`src/rtl/mem_access_if.sv`:
```
// mem_access_if: CPU request/response and memory-controller bus bundle
interface mem_access_if;
  logic        req;
  logic        wr;
  logic [15:0] addr;
  logic [31:0] wdata;
  logic        ready;
  logic        done;
  logic        fault;
  logic [31:0] rdata;
  logic [15:0] mem_address;
  logic [31:0] mem_data_in;
  logic        mem_we;
  logic [31:0] mem_data_out;
  modport slave (
    input  req, wr, addr, wdata, mem_data_out,
    output ready, done, fault, rdata, mem_address, mem_data_in, mem_we
  );
  modport master (
    output req, wr, addr, wdata, mem_data_out,
    input  ready, done, fault, rdata, mem_address, mem_data_in, mem_we
  );
endinterface

```
`src/rtl/mem_access_unit.sv`:
```
// mem_access_unit: sequences one CPU load/store onto the memory controller port (clock, reset, bus: req/wr/addr/wdata in, ready/done/fault/rdata out, mem_* controller side)
module mem_access_unit #(
  parameter int READ_WAIT = 1
) (
  input  logic clock,
  input  logic reset,
  mem_access_if.slave bus
);
  typedef enum logic [2:0] {IDLE, ADDR, WRITE, RWAIT, FINISH, FAULT} state_t;
  state_t      state, next;
  logic        wr_q;
  logic [2:0]  cnt;
  logic [15:0] addr_q;
  logic [31:0] data_q, rdata_q;
  logic        accept, illegal;
  // legal space is 0x0000-0x003F and 0x0800-0x0FFF; the low 32 words are ROM
  assign illegal = !(bus.addr < 16'h0040 || (bus.addr >= 16'h0800 && bus.addr < 16'h1000)) || (bus.wr && bus.addr < 16'h0020);
  assign accept  = state == IDLE && bus.req;
  always_ff @(posedge clock) state <= reset ? IDLE : next;
  always_comb begin
    next = state;
    case (state)
      IDLE:    next = bus.req ? (illegal ? FAULT : ADDR) : IDLE;
      ADDR:    next = wr_q ? WRITE : RWAIT;
      WRITE:   next = FINISH;
      RWAIT:   next = cnt == 3'd0 ? FINISH : RWAIT;
      default: next = IDLE;
    endcase
  end
  always_comb begin
    bus.ready  = state == IDLE;
    bus.done   = state == FINISH || state == FAULT;
    bus.fault  = state == FAULT;
    bus.mem_we = state == WRITE;
  end
  // RWAIT lasts READ_WAIT cycles: counter preloaded in ADDR, capture when it reaches zero
  always_ff @(posedge clock) begin
    if (reset) begin
      wr_q    <= 1'b0;
      addr_q  <= '0;
      data_q  <= '0;
      rdata_q <= '0;
      cnt     <= '0;
    end else begin
      if (accept && !illegal) {wr_q, addr_q, data_q} <= {bus.wr, bus.addr, bus.wdata};
      if (accept && illegal) rdata_q <= '0;
      if (state == ADDR) cnt <= 3'(READ_WAIT - 1);
      else if (state == RWAIT && cnt != 3'd0) cnt <= cnt - 3'd1;
      if (state == RWAIT && cnt == 3'd0) rdata_q <= bus.mem_data_out;
    end
  end
  assign bus.rdata       = rdata_q;
  assign bus.mem_address = addr_q;
  assign bus.mem_data_in = data_q;
endmodule

```
`src/flat_wrapper.sv`:
```
// flat-port wrapper written by rule: the top's interface ports become plain ports
module mem_access_unit_flat 
#(
  parameter int READ_WAIT = 1
)
  (clock, reset, bus_req, bus_wr, bus_addr, bus_wdata, bus_mem_data_out, bus_ready, bus_done, bus_fault, bus_rdata, bus_mem_address, bus_mem_data_in, bus_mem_we);
  mem_access_if bus_i ();
  input  logic clock;
  input  logic reset;
  input wire logic [$bits(bus_i.req)-1:0] bus_req;
  input wire logic [$bits(bus_i.wr)-1:0] bus_wr;
  input wire logic [$bits(bus_i.addr)-1:0] bus_addr;
  input wire logic [$bits(bus_i.wdata)-1:0] bus_wdata;
  input wire logic [$bits(bus_i.mem_data_out)-1:0] bus_mem_data_out;
  output wire logic [$bits(bus_i.ready)-1:0] bus_ready;
  output wire logic [$bits(bus_i.done)-1:0] bus_done;
  output wire logic [$bits(bus_i.fault)-1:0] bus_fault;
  output wire logic [$bits(bus_i.rdata)-1:0] bus_rdata;
  output wire logic [$bits(bus_i.mem_address)-1:0] bus_mem_address;
  output wire logic [$bits(bus_i.mem_data_in)-1:0] bus_mem_data_in;
  output wire logic [$bits(bus_i.mem_we)-1:0] bus_mem_we;
  assign bus_i.req = bus_req;
  assign bus_i.wr = bus_wr;
  assign bus_i.addr = bus_addr;
  assign bus_i.wdata = bus_wdata;
  assign bus_i.mem_data_out = bus_mem_data_out;
  assign bus_ready = bus_i.ready;
  assign bus_done = bus_i.done;
  assign bus_fault = bus_i.fault;
  assign bus_rdata = bus_i.rdata;
  assign bus_mem_address = bus_i.mem_address;
  assign bus_mem_data_in = bus_i.mem_data_in;
  assign bus_mem_we = bus_i.mem_we;
  mem_access_unit #(.READ_WAIT(READ_WAIT)) u_core (.clock(clock), .reset(reset), .bus(bus_i));
endmodule
```
`config.mk`:
```
export PLATFORM = sky130hd
export DESIGN_NAME = mem_access_unit_flat
export DESIGN_NICKNAME = d
export VERILOG_FILES = /design/src/rtl/mem_access_if.sv /design/src/rtl/mem_access_unit.sv /design/src/flat_wrapper.sv
export SDC_FILE = /design/constraint.sdc
export NUM_CORES = 1
export LEC_CHECK = 0
export BUFFER_PORTS_ARGS = -buffer_cell sky130_fd_sc_hd__buf_2
export CAP_MARGIN = 20
export CORE_ASPECT_RATIO = 0.5
export CORE_MARGIN = 8
export CORE_UTILIZATION = 40
export DETAILED_ROUTE_END_ITERATION = 10
export GPL_ROUTABILITY_DRIVEN = 0
export MAX_ROUTING_LAYER = met4
export PLACE_DENSITY_LB_ADDON = 0.3
export SETUP_SLACK_MARGIN = 0.1
export SYNTH_ARGS = -nofsm -noshare
export SYNTH_HDL_FRONTEND = slang
export SYNTH_SLANG_ARGS = --single-unit
```
`constraint.sdc`:
```
create_clock -name clock -period 3.1 [get_ports clock]
set_input_delay 0.31 -clock clock [delete_from_list [all_inputs] [get_ports clock]]
set_output_delay 0.31 -clock clock [all_outputs]
set_load 0.005 [all_outputs]
```
After elaboration in Yosys (flattened, before gate mapping)

Index checks and enable logic that the tools add are counted.

ROM bits: 0
Memory bits (writable): 0
Input port bits: 84
Latch bits: 0
Memories: 0
Bits in registers: 87

Muxes and demuxes: 7
Bitwise gates (word level): 0
Reduce and logical (&&, ||, !) cells: 17
Divide/modulo/power cells: 0
Shift-type cells: 0
Multipliers: 0
Add/sub/neg operators: 1
Order comparisons: 4
Equal/unequal tests: 5

Operators with widths:

| operator                                                                        | count |
|---|---|
| 32-bit two-way mux                                                              | 2 |
| 16-bit by 12-bit >= comparator with 1-bit output (second input constant)        | 1 |
| 16-bit by 13-bit less-than comparator with 1-bit output (second input constant) | 1 |
| 16-bit by 6-bit less-than comparator with 1-bit output (second input constant)  | 1 |
| 16-bit by 7-bit less-than comparator with 1-bit output (second input constant)  | 1 |
| 3-bit case mux with 4 select lines                                              | 1 |
| 3-bit two-way mux                                                               | 3 |
| 1-bit logical AND                                                               | 7 |
| 3-bit by 2-bit equality test with 1-bit output (second input constant)          | 2 |
| 3-bit equality test (second input constant)                                     | 2 |
| 3-bit zero test                                                                 | 2 |
| 3-bit by 1-bit equality test with 1-bit output (second input constant)          | 1 |
| 1-bit logical OR                                                                | 3 |
| 3-bit nonzero test                                                              | 1 |
| 3-bit by 1-bit subtractor with 3-bit output (second input constant)             | 1 |
| 1-bit zero test                                                                 | 2 |
| 2-bit nonzero test                                                              | 1 |
| 2-bit OR reduction                                                              | 1 |
| 1-bit two-way mux                                                               | 1 |

Longest topological paths before layout

Word-level depth: 8
Gate-level depth with buffers: 7
Gate-level depth less buffers: 6

Least setup slack after synthesis

OpenSTA, ideal clock, no wires.

Path kind: register to register
Start: register u_core.state[2]
End: register u_core.rdata_q[0] (netlist: u_core.bus.rdata[0])
Arrival time: 1.656 ns
Setup slack: 1.327 ns
Required time: 2.983 ns
Buffers on the path: 2
Stages on the path, launching flop included: 7
Setup time: 0.117 ns
Cell sequence: dfxtp_1 -> buf_6 -> or4b_4 -> a311oi_2 -> nor3_2 -> buf_6 -> a22o_1

Word-level cells in the longest chain between the ends: 4
Elaborated cells on any way between the ends: 7
Those cells by class: eq/ne (1); mux (1); reduce/logical (5)

RTL lines:

| element                             | line                  | text |
|---|---|---|
| from (decl)                         | mem_access_unit.sv:10 | `state_t state, next;` |
| from (signal assigned)              | mem_access_unit.sv:19 | `always_ff @(posedge clock) state <= reset ? IDLE : next;` |
| 3-bit zero test                     | mem_access_unit.sv:18 | `assign accept = state == IDLE && bus.req;` |
| 1-bit logical AND                   | mem_access_unit.sv:18 |  |
| 1-bit logical AND                   | mem_access_unit.sv:46 | `if (accept && illegal) rdata_q <= '0;` |
| 2-bit nonzero test (no source line) | -                     |  |
| to (signal assigned)                | mem_access_unit.sv:49 | `if (state == RWAIT && cnt == 3'd0) rdata_q <= bus.mem_data_out;` |
| to (decl)                           | mem_access_unit.sv:14 | `logic [31:0] data_q, rdata_q;` |

Parallel ways exist; a longest one is shown, timed or not.
A chain may end at the register's enable or synchronous reset.

Final worst setup path

Start: register u_core.state[2]
End: register u_core.rdata_q[2] (netlist: u_core.bus.rdata[2])

Same word-level chain as after synthesis.

==> summary.md <==
| Metric | Value |
|---|---|
| Top FF cell, synth | `dfxtp_1` |
| Post-CTS setup buffers | `0` |
| Internal | `1.78 mW` |
| Relative slew slack | `59.4%` |
| Max Fclk | `505 MHz` |
| Aggregate global routing overflow | `0` |
| Layout cell share with drive strength beyond 1 | `40.1%` |
| Clk_lat worst skew | `0.32 ns` |
| Measured slew at the worst slew-check pin | `0.609 ns` |
| Gr usage total | `16.7%` |
| Most common cell after layout, fill and taps aside | `buf_2` |
| # rows | `23` |
| Critical path type | `register to register` |
| Synth async-reset ratio | `0%` |
| CTS Sinks | `87` |
| Synth Area in Compound Gates | `24.6%` |
| Diodes inserted | `0` |
| Drt first pass iters | `6` |
| CP Launch Type | `register` |
| Final Hold Vio Count | `0` |
| Mapped Area | `3250 sq um` |
| Area growth from synthesis to layout | `36.3%` |
| Total wire length | `9640 microns` |
| Hold WC Path Type | `input pin to register` |
| Nets | `576` |
| Combinational Power Share | `10.5%` |
| Root buffer cell | `clkbuf_16` |
| Synth area leader | `dfxtp_1` |
| Fill count | `734` |
| Number of global-route vias before repair | `3011` |
| Avg Vias per Cell | `5.23` |
| Global-route wire length before repair | `15100 microns` |
| Area contributors post-synth | `dfxtp_1, a22o_1, nand4_1` |
| Sw Pwr | `0.568 mW` |
| Die footprint | `11400 sq um` |
| Arrival time at the worst endpoint | `2.19 ns` |
| Post-synth EDFFs | `0` |
| Die Y | `79.7 microns` |
| Mux cell area share after synthesis | `0%` |
| Highest-count cells in the layout ignoring fill and taps | `buf_2, dfxtp_1, a21oi_1` |
| CTS clk-pin slew, worst paths | `0.06 ns` |
| Mean post-synth cell area | `9.56 sq um` |
| CTS max path bufs | `2` |
| Adder-cell share of the synthesized area | `0.770%` |
| RSZ-0062 raised after global routing | `no` |
| Crit Path Max Fanout | `22` |
| Footprint of the multi-input gates | `1350 sq um` |
| Critical path data required time | `3.31 ns` |
| Largest net degree at the start of global routing | `57` |
| XOR/XNOR Fraction of Synth Area | `0%` |
| Yosys top cell area share | `53.6%` |
| CTS tree | `built` |
| Post-CTS Resized | `0` |
| Main combinational cell family by area after synthesis | `compound AO/OA/AOI/OAI gates` |
| Distinct cells, synth | `30` |
| DRT iter0 DRCs | `268` |
| Leak | `1.96 nW` |
| Top Ports | `168` |
| Sequential power share | `48.8%` |
| Register Area | `1740 sq um` |
| Synth warn | `0` |
| PortBufs | `167` |
| Drt wl/cell | `15.9 microns` |
| Synthesized flop and latch total | `87` |
| DRC viols | `0` |
| Worst Skew | `0.00517 ns` |
| Maxcap violations | `0` |
| # setup viols final | `0` |
| Clk pwr share | `40.7%` |
| Total negative slack | `0 ns` |
| Simple-Gate Fraction of Synth Area | `15.1%` |
| Antenna violations before repair | `0` |
| Worst setup EP type | `register` |
| Cells after Synth | `340` |
| Period minus WS final | `1.98 ns` |
| TritonCTS Buffers | `9` |
| Register area share after synthesis | `53.6%` |
| Vias | `3169` |
| Core area | `7940 sq um` |
| Die Wd | `143 microns` |
| Reg2Reg Setup Slack | `1.12 ns` |
| Slew Limit Fails | `0` |
| VDD IR max | `0.313 mV` |
| Crit share post-route | `63.8%` |
| Power density cells | `531 nW/um^2` |
| Sw Share | `24.2%` |
| H-tree Lvls | `3` |
| Tot Pwr | `2.35 mW` |
| Hold_buf cts | `0` |
| Initial Utilization | `40.9%` |
| Post-synthesis net count | `426` |
| Post-DP HPWL | `6510 microns` |
| Final ANT Viol Nets | `0` |
| Status | `finished, final reports clean` |
worst paths after layout:
check,from,to,depth (start not counted)
min reg2reg,u_core.bus.mem_data_in[5],u_core.bus.mem_data_in[5],2
min,bus_mem_data_out[26],u_core.bus.rdata[26],2
max,u_core.state[2],u_core.bus.rdata[2],5
max reg2reg,u_core.state[2],u_core.bus.rdata[2],5
Yosys cell counts, types with 4 or more instances:
cell,count
dfxtp_1,87
nand4_1,44
buf_6,4
nor3_1,5
inv_1,5
nor2_1,6
buf_2,6
o21ai_0,46
clkbuf_1,26
a21oi_1,48
a22o_1,32
nor3b_1,4
cells by family (layout without fill, tap and decap cells):
kind of cell	after synthesis	count (layout)
AO/OA/AOI/OAI	132	132
AND/OR/NAND/NOR	78	78
flip-flops	87	87
buffers and inverters	41	195
adder cells (fa/ha/maj)	2	2
state kept, by name, indices dropped and copies added (netlist names):
name	flops
u_core.bus.mem_address	16
u_core.cnt	3
u_core.bus.mem_data_in	32
u_core.bus.rdata	32
u_core.state	3
u_core.wr_q	1
through the flow:
stage	instances	setup WS, ns	cell area [sq um]	hold WS (ns)	util, %
3_5_place_dp	591	0.954	4160	0.458	52.4
3_3_place_gp	590	0.675	4140	0.454	52.1
4_1_cts	606	1.11	4430	0.184	55.7
6_report	606	1.12	4430	0.194	55.7
5_1_grt	606	1.02	4430	0.180	55.7
2_1_floorplan	340	1.33	3250	0.435	-
metal layers:
metal,share of wire [%],routed length (microns),vias up,GRT usage [%]
li1,-,-,1579,-
met4,1.5,142,0,4.58
met2,50,4820,115,28.5
met3,7.6,731,14,4.95
met1,41,3950,1461,18.8
met5,0,0,-,-
critical path, cell delays in order (launching register included):
cell and delay, ns:
dfxtp_1 0.39, or4b_4 0.58, o22ai_1 0.32, nor3_4 0.15
buf_16 0.19, a22o_1 0.24
cell type report:
class / count / share of cell area (%)
Tap cell: 112 / 3.16
Clock buffer: 11 / 5.48
Multi-Input combinational cell: 212 / 30.4
Timing Repair Buffer: 175 / 20.7
Clock inverter: 4 / 0.509
Inverter: 5 / 0.424
Sequential cell: 87 / 39.3
power by group through the flow:
stage | sequential, mW | clock, mW | combinational, mW
after detailed placement | 1.17 | 0 | 0.247
final | 1.15 | 0.956 | 0.247
after global routing | 1.15 | 1.04 | 0.272
after global placement | 1.17 | 0 | 0.235
after CTS | 1.15 | 0.982 | 0.248
after floorplan | 1.17 | 0 | 0.146
No activity file was read; power rests on OpenSTA's default activity.
